### config.mk
export PLATFORM = sky130hd
export DESIGN_NAME = watchdog_multi
export DESIGN_NICKNAME = d
export VERILOG_FILES = /design/src/rtl/watchdog_multi.sv
export SDC_FILE = /design/constraint.sdc
export NUM_CORES = 1
export LEC_CHECK = 0
export CORE_MARGIN = 4
export CORE_UTILIZATION = 45
export DETAILED_ROUTE_END_ITERATION = 8
export HOLD_SLACK_MARGIN = 0.05
export REMOVE_ABC_BUFFERS = 1
export SYNTH_ARGS = -nofsm -noshare
export SYNTH_HDL_FRONTEND = slang
export SYNTH_SLANG_ARGS = --single-unit
### constraint.sdc
create_clock -name clk -period 17.05 [get_ports clk]
set_input_delay 4.2625 -clock clk [delete_from_list [all_inputs] [get_ports clk]]
set_output_delay 4.2625 -clock clk [all_outputs]
set_load 0.01 [all_outputs]
### src/rtl/watchdog_multi.sv
// watchdog_multi: multi-channel windowed watchdog behind a byte-wide write bus.
//
// Every channel has its own frame length (F), earliest-valid-kick count (W)
// and reset-pulse length (L). A channel faults on an early kick or on a
// frame timeout. It then pulses its reset output for L+1 cycles and restarts
// by itself. F, W, L and STOP are write-protected by an AA/55 unlock
// sequence, which opens a short write window.
//
// Ports:
//   clk     in   rising-edge clock
//   rst     in   asynchronous active-high reset
//   we      in   write strobe; abus/dbus sampled only when we=1
//   abus    in   [1:0] register select, [CHW+1:2] channel select
//   dbus    in   write data
//   rstout  out  per-channel reset request
//   wdfail  out  per-channel sticky fail flag (cleared by INIT)
//   flstat  out  per-channel cause, 2 bits each: 00 none, 01 early kick,
//                10 timeout, 11 bad config
//   unlk    out  high while the config-write window is open
module watchdog_multi #(
    parameter int unsigned NCH        = 4,
    parameter int unsigned CHW        = 2,
    parameter int unsigned DW         = 8,
    parameter int unsigned UNLOCK_CYC = 4
) (
    input  logic                 clk,
    input  logic                 rst,
    input  logic                 we,
    input  logic [CHW+1:0]       abus,
    input  logic [DW-1:0]        dbus,
    output logic [NCH-1:0]       rstout,
    output logic [NCH-1:0]       wdfail,
    output logic [2*NCH-1:0]     flstat,
    output logic                 unlk
);

    localparam int unsigned UW = $clog2(UNLOCK_CYC + 1);

    localparam logic [1:0] REG_FRAME = 2'b00;
    localparam logic [1:0] REG_OPEN  = 2'b01;
    localparam logic [1:0] REG_CTRL  = 2'b10;
    localparam logic [1:0] REG_RLIM  = 2'b11;

    localparam logic [1:0] FL_NONE    = 2'b00;
    localparam logic [1:0] FL_EARLY   = 2'b01;
    localparam logic [1:0] FL_TIMEOUT = 2'b10;
    localparam logic [1:0] FL_BADCFG  = 2'b11;

    localparam logic [DW-1:0] KEY_ARM  = DW'(8'hAA);
    localparam logic [DW-1:0] KEY_OPEN = DW'(8'h55);

    typedef enum logic [1:0] {
        SEQ_LOCKED = 2'd0,
        SEQ_ARMED  = 2'd1,
        SEQ_OPEN   = 2'd2
    } seq_state_t;

    typedef enum logic [1:0] {
        CH_IDLE = 2'd0,
        CH_RUN  = 2'd1,
        CH_RST  = 2'd2
    } ch_state_t;

    // ------------------------------------------------------------------
    // Unlock sequencer
    // ------------------------------------------------------------------
    seq_state_t     seq_q, seq_d;
    logic [UW-1:0]  wcnt_q, wcnt_d;
    logic           key_wr;

    // Unlock keys only count when written to channel 0, register 0.
    assign key_wr = we && (abus == '0);

    // Next-state logic for the unlock sequencer and its window counter.
    always_comb begin
        seq_d  = seq_q;
        wcnt_d = wcnt_q;
        case (seq_q)
            SEQ_LOCKED: begin
                if (key_wr && (dbus == KEY_ARM)) begin
                    seq_d = SEQ_ARMED;
                end
            end
            SEQ_ARMED: begin
                if (we) begin
                    if (key_wr && (dbus == KEY_OPEN)) begin
                        seq_d  = SEQ_OPEN;
                        wcnt_d = UW'(UNLOCK_CYC);
                    end else if (!(key_wr && (dbus == KEY_ARM))) begin
                        seq_d = SEQ_LOCKED;
                    end
                end
            end
            SEQ_OPEN: begin
                // Window counts down regardless of bus activity.
                if (wcnt_q <= UW'(1)) begin
                    seq_d  = SEQ_LOCKED;
                    wcnt_d = '0;
                end else begin
                    wcnt_d = wcnt_q - UW'(1);
                end
            end
            default: begin
                seq_d  = SEQ_LOCKED;
                wcnt_d = '0;
            end
        endcase
    end

    // Sequencer state register; unlk is registered from the next state.
    always_ff @(posedge clk or posedge rst) begin
        if (rst) begin
            seq_q  <= SEQ_LOCKED;
            wcnt_q <= '0;
            unlk   <= 1'b0;
        end else begin
            seq_q  <= seq_d;
            wcnt_q <= wcnt_d;
            unlk   <= (seq_d == SEQ_OPEN);
        end
    end

    // ------------------------------------------------------------------
    // Per-channel watchdogs
    // ------------------------------------------------------------------
    for (genvar i = 0; i < NCH; i++) begin : g_ch
        logic [DW-1:0] f_q, w_q, l_q;
        logic [DW-1:0] cnt_q, cnt_d;
        logic [DW-1:0] rcnt_q, rcnt_d;
        ch_state_t     st_q, st_d;
        logic          rso_q, rso_d;
        logic          fail_q, fail_d;
        logic [1:0]    fl_q, fl_d;
        logic          sel, init, kick, stop;
        logic          cfg_ok, frame_end;
        logic          fault;
        logic [1:0]    fault_code;

        assign sel  = we && (abus[CHW+1:2] == CHW'(i));
        assign init = sel && (abus[1:0] == REG_CTRL) && dbus[3];
        assign kick = sel && (abus[1:0] == REG_CTRL) && dbus[2];
        assign stop = sel && (abus[1:0] == REG_CTRL) && dbus[0] && unlk;

        assign cfg_ok = (f_q != '0) && (w_q < f_q);
        // cnt+1 >= F in DW+1 bits: stays correct if F shrinks below cnt or is 0.
        assign frame_end = ({1'b0, cnt_q} + (DW+1)'(1)) >= {1'b0, f_q};

        // Protected configuration registers.
        always_ff @(posedge clk or posedge rst) begin
            if (rst) begin
                f_q <= '0;
                w_q <= '0;
                l_q <= '0;
            end else if (sel && unlk) begin
                case (abus[1:0])
                    REG_FRAME: f_q <= dbus;
                    REG_OPEN:  w_q <= dbus;
                    REG_RLIM:  l_q <= dbus;
                    default:   ;
                endcase
            end
        end

        // Channel next-state logic; INIT beats STOP beats KICK/fault.
        always_comb begin
            st_d       = st_q;
            cnt_d      = cnt_q;
            rcnt_d     = rcnt_q;
            rso_d      = rso_q;
            fail_d     = fail_q;
            fl_d       = fl_q;
            fault      = 1'b0;
            fault_code = FL_NONE;

            if (init) begin
                cnt_d  = '0;
                rcnt_d = '0;
                rso_d  = 1'b0;
                fail_d = 1'b0;
                if (cfg_ok) begin
                    st_d = CH_RUN;
                    fl_d = FL_NONE;
                end else begin
                    st_d = CH_IDLE;
                    fl_d = FL_BADCFG;
                end
            end else if (stop) begin
                st_d   = CH_IDLE;
                cnt_d  = '0;
                rcnt_d = '0;
                rso_d  = 1'b0;
            end else begin
                case (st_q)
                    CH_RUN: begin
                        // A kick takes precedence over the timeout check,
                        // so a kick at cnt==F-1 is still valid.
                        if (kick) begin
                            if (cnt_q < w_q) begin
                                fault      = 1'b1;
                                fault_code = FL_EARLY;
                            end else begin
                                cnt_d = '0;
                            end
                        end else if (frame_end) begin
                            fault      = 1'b1;
                            fault_code = FL_TIMEOUT;
                        end else begin
                            cnt_d = cnt_q + DW'(1);
                        end
                    end
                    CH_RST: begin
                        if (rcnt_q == '0) begin
                            rso_d = 1'b0;
                            st_d  = CH_RUN;
                            cnt_d = '0;
                        end else begin
                            rcnt_d = rcnt_q - DW'(1);
                        end
                    end
                    default: ;
                endcase

                if (fault) begin
                    st_d   = CH_RST;
                    rso_d  = 1'b1;
                    fail_d = 1'b1;
                    rcnt_d = l_q;
                    fl_d   = fault_code;
                end
            end
        end

        // Channel state register.
        always_ff @(posedge clk or posedge rst) begin
            if (rst) begin
                st_q   <= CH_IDLE;
                cnt_q  <= '0;
                rcnt_q <= '0;
                rso_q  <= 1'b0;
                fail_q <= 1'b0;
                fl_q   <= FL_NONE;
            end else begin
                st_q   <= st_d;
                cnt_q  <= cnt_d;
                rcnt_q <= rcnt_d;
                rso_q  <= rso_d;
                fail_q <= fail_d;
                fl_q   <= fl_d;
            end
        end

        assign rstout[i]           = rso_q;
        assign wdfail[i]           = fail_q;
        assign flstat[2*i+1 : 2*i] = fl_q;
    end

endmodule

==> results.cfg <==
[outcome]
status = finished clean

[final_layout]
final_nets = 1285
final_cells = 1493
drive_above_1_share = 0.1198
fillers = 2298
design_area_um2 = 12560
antennaDiodeCount = 0
area_delta_synth_final_pct = 11.23

[pwr]
pwr-share-clk = 0.263
p_comb_frac = 0.358
vdd_drop_max_mv = 0.07016
swShare = 0.3537
power_switching_w = 0.0005717
intPower_w = 0.001045
power.share.sequential = 0.380
p_per_area_nw_per_um2 = 128.7
leakage_nw = 5.930

[placement]
globalplace.congestion = 0.8468
dpl.cell_count = 1461
dpl_cell_area_um2 = 11940
dp_hpwl_um = 18410
io_buffers = 31

[yosys]
synth-xor-area-share = 0.03800
synth_compound_area_frac = 0.1376
synth_simple_gate_area_frac = 0.1503
synth.area.top_cells = dfrtp_1, ha_1, mux2_2
yosysSeqAreaShare = 0.4121
synth_fa_ha_area_frac = 0.1263
synth_top_family_by_area = simple AND/OR/NAND/NOR gates
syn_avg_cell_area_um2 = 9.959
synth_seq_cells = 186
synth_edf_count = 0
synth_top_area_share = 0.4121
synthesis.area_um2 = 11290
yosys_warnings = 0
async_flop_share = 1.000
ys.flop_type = dfrtp_1
yosysTopAreaCell = dfrtp_1
synth_cells = 1134
synth_mux_area_frac = 0.08409
ys_types = 72

[drt]
vias_per_cell = 5.587
wire_per_inst_um = 17.51
drt_drc_violations_left = 0
vias = 8341
ant_nets = 0
drt-initial-drc-count = 591
wirelength_um = 26140
first_pass_iters = 5

[clock_network]
cts.sinks = 186
clk_pin_slew_worst_paths_ns = 0.07
cts_root_buffer = clkbuf_16
clock_path_buffers = 2
h-tree-depth = 4
ctsResizeCount = 0
cts_buffers = 17
cts_hold_buf = 0
cts_tree = yes
post_cts_buffers = 0
clkLatencyLatePin_ns = 0.43

[critical_path]
path_cells = clkdlybuf4s50_1 -> nand4b_1 -> nor3b_1 -> nand2b_1 -> a21oi_1 -> nand2b_1 -> o31a_1 -> mux2_2
worst_ep_required_time_ns = 17.37
cpMostUsedCell = nand2b_1
critPathArrivalTime_ns = 7.58
critPathMaxStageDelay_ns = 0.90
critical_path_class = in2reg
rr_startpoint = g_ch[2].cnt_q[0]
crit_start = dbus[2]
crit_slowest_cell = clkdlybuf4s50_1
critPathLaunchType = input pin
crit_path_max_fanout = 16
endpoint_kind = flop
r2r_setup_slack_ns = 13.15

[global_routing]
grt_max_degree = 130
grt_pass1_vias = 8292
grt_use_total = 0.1915
overflow = 0
grt_antenna_before_repair = 1
grt_pass1_wl_um = 43700

[floorplan]
die_h_um = 166.4
die_width_um = 166.4
die_area_um2 = 27700
row_count = 57
coreArea_um2 = 24530
start_util = 0.4603
ios = 32

[sta]
setup_viol = 0
layout_min_cycle_time_ns = 7.263
clock_skew_ns = 0.01390
slew_headroom = 0.2208
tightest_slew_ns = 1.160
clock.fmax_mhz = 137.7
rsz0062_at_grt = no
slew_violations = 0
tns_ns = 0
finalCritPeriodShare = 0.4260
finalHoldViolCount = 0

[worst_hold_path]
worstHoldStart = g_ch[0].fail_q
hold_class = reg2reg

[run]
cap_violations = 0
==> path summary, 6_finish.rpt <==
path,end,cells after the start
setup / recovery,g_ch[2].cnt_q[0],8
hold / removal,g_ch[0].fail_q,2
setup reg to reg,g_ch[2].cnt_q[0],12
hold reg to reg,g_ch[0].fail_q,2
max in group asynchronous,g_ch[3].cnt_q[0],3
min in group asynchronous,g_ch[0].rcnt_q[7],2
==> kinds of logic after synthesis <==
group           count (synthesis)
simple gates                  335
compound gates                223
flops                         186
buf+inv                       141
fa+ha+maj                     114
mux                            86
xor+xnor                       49
==> cells in the final DEF, fill, tap and decap left out, types with 9 or more instances in the layout <==
| cell type | netlist | routed |
|---|---|---|
| dfrtp_1 | 186 | 186 |
| ha_1 | 114 | 114 |
| inv_1 | 96 | 95 |
| nand2_1 | 90 | 90 |
| mux2_2 | 71 | 71 |
| nor2_1 | 70 | 70 |
| o21ai_0 | 53 | 53 |
| a21oi_1 | 40 | 40 |
| nand3_1 | 36 | 36 |
| xnor2_1 | 34 | 34 |
| clkdlybuf4s50_1 | 0 | 31 |
| nor3_1 | 26 | 26 |
| a21o_1 | 24 | 24 |
| nand2b_1 | 20 | 20 |
| a211oi_1 | 20 | 20 |
| clkbuf_16 | 0 | 17 |
| buf_4 | 8 | 17 |
| xor2_1 | 15 | 15 |
| mux2i_1 | 15 | 15 |
| nand4_1 | 14 | 14 |
| or3_1 | 13 | 13 |
| and3_1 | 11 | 11 |
| nor4_1 | 13 | 11 |
| nor2b_1 | 10 | 10 |
| a22o_1 | 9 | 9 |
==> power by group through the flow <==
stage,sequential [W],clock [W],combinational [W]
after floorplan,0.000605,0,0.000430
after global placement,0.000620,0,0.000567
after detailed placement,0.000622,0,0.000577
after CTS,0.000614,0.000433,0.000582
after global routing,0.000627,0.000453,0.000659
final,0.000614,0.000425,0.000578
==> critical path: cells and delay by family <==
| family | cells | cell delay, ns |
|---|---|---|
| buffers and inverters | 1 | 0.90 |
| AO/OA/AOI/OAI | 2 | 0.57 |
| multiplexers | 1 | 0.28 |
| AND/OR/NAND/NOR | 4 | 1.55 |
==> cell type report <==
| type | count | area [µm²] | share of cell area |
|---|---|---|---|
| multi-input cells | 807 | 6070 | 0.4832 |
| flip-flops and latches | 186 | 4654 | 0.3705 |
| repair buffers | 48 | 437.9 | 0.03486 |
| clock buffers | 18 | 429.2 | 0.03416 |
| well taps | 324 | 405.4 | 0.03227 |
| inverters | 96 | 367.9 | 0.02928 |
| clock inverters | 14 | 197.7 | 0.01574 |
==> sequential cells by signal (all words and copies together) (netlist names) <==
| name | count |
|---|---|
| g_ch.fail_q | 4 |
| seq_q | 2 |
| wcnt_q | 3 |
| g_ch.w_q | 32 |
| g_ch.st_q | 8 |
| g_ch.l_q | 32 |
| unlk | 1 |
| g_ch.f_q | 32 |
| g_ch.fl_q | 8 |
| g_ch.cnt_q | 32 |
| g_ch.rcnt_q | 32 |
==> metrics by stage <==
step           hold slack, ns  worst slack (ns)    util  total power [W]
5_1_grt                0.5239             9.511  0.5120         0.001739
3_3_place_gp           0.4918             9.431  0.4865         0.001187
4_1_cts                0.5130             9.790  0.5120         0.001629
2_1_floorplan          0.4650             7.730       -         0.001034
6_report               0.5080             9.787  0.5120         0.001616
3_5_place_dp           0.4963             9.342  0.4865         0.001199
==> cells in the mapped netlist, types with 5 or more instances <==
library cell	count
nor3b_1	6
or3_1	13
nand2b_1	20
and3_1	11
nand3_1	36
a22o_1	9
dfrtp_1	186
nor4_1	13
mux2_2	71
nor3_1	26
a211o_1	6
buf_2	6
nand4_1	14
nand2_1	90
nand4b_1	5
nor2_1	70
clkbuf_1	28
buf_4	8
o2111ai_1	5
o22ai_1	6
xnor2_1	34
nor2b_1	10
mux2i_1	15
a21o_1	24
o211ai_1	6
ha_1	114
o21ai_0	53
inv_1	96
xor2_1	15
a211oi_1	20
a21oi_1	40
==> routing by layer <==
layer  track usage  share of wire
met4       0.04731          0.016
met5             0              0
met1        0.2757           0.48
met2        0.3054           0.46
met3       0.02963          0.037
Power figures use the tool's default switching activity.
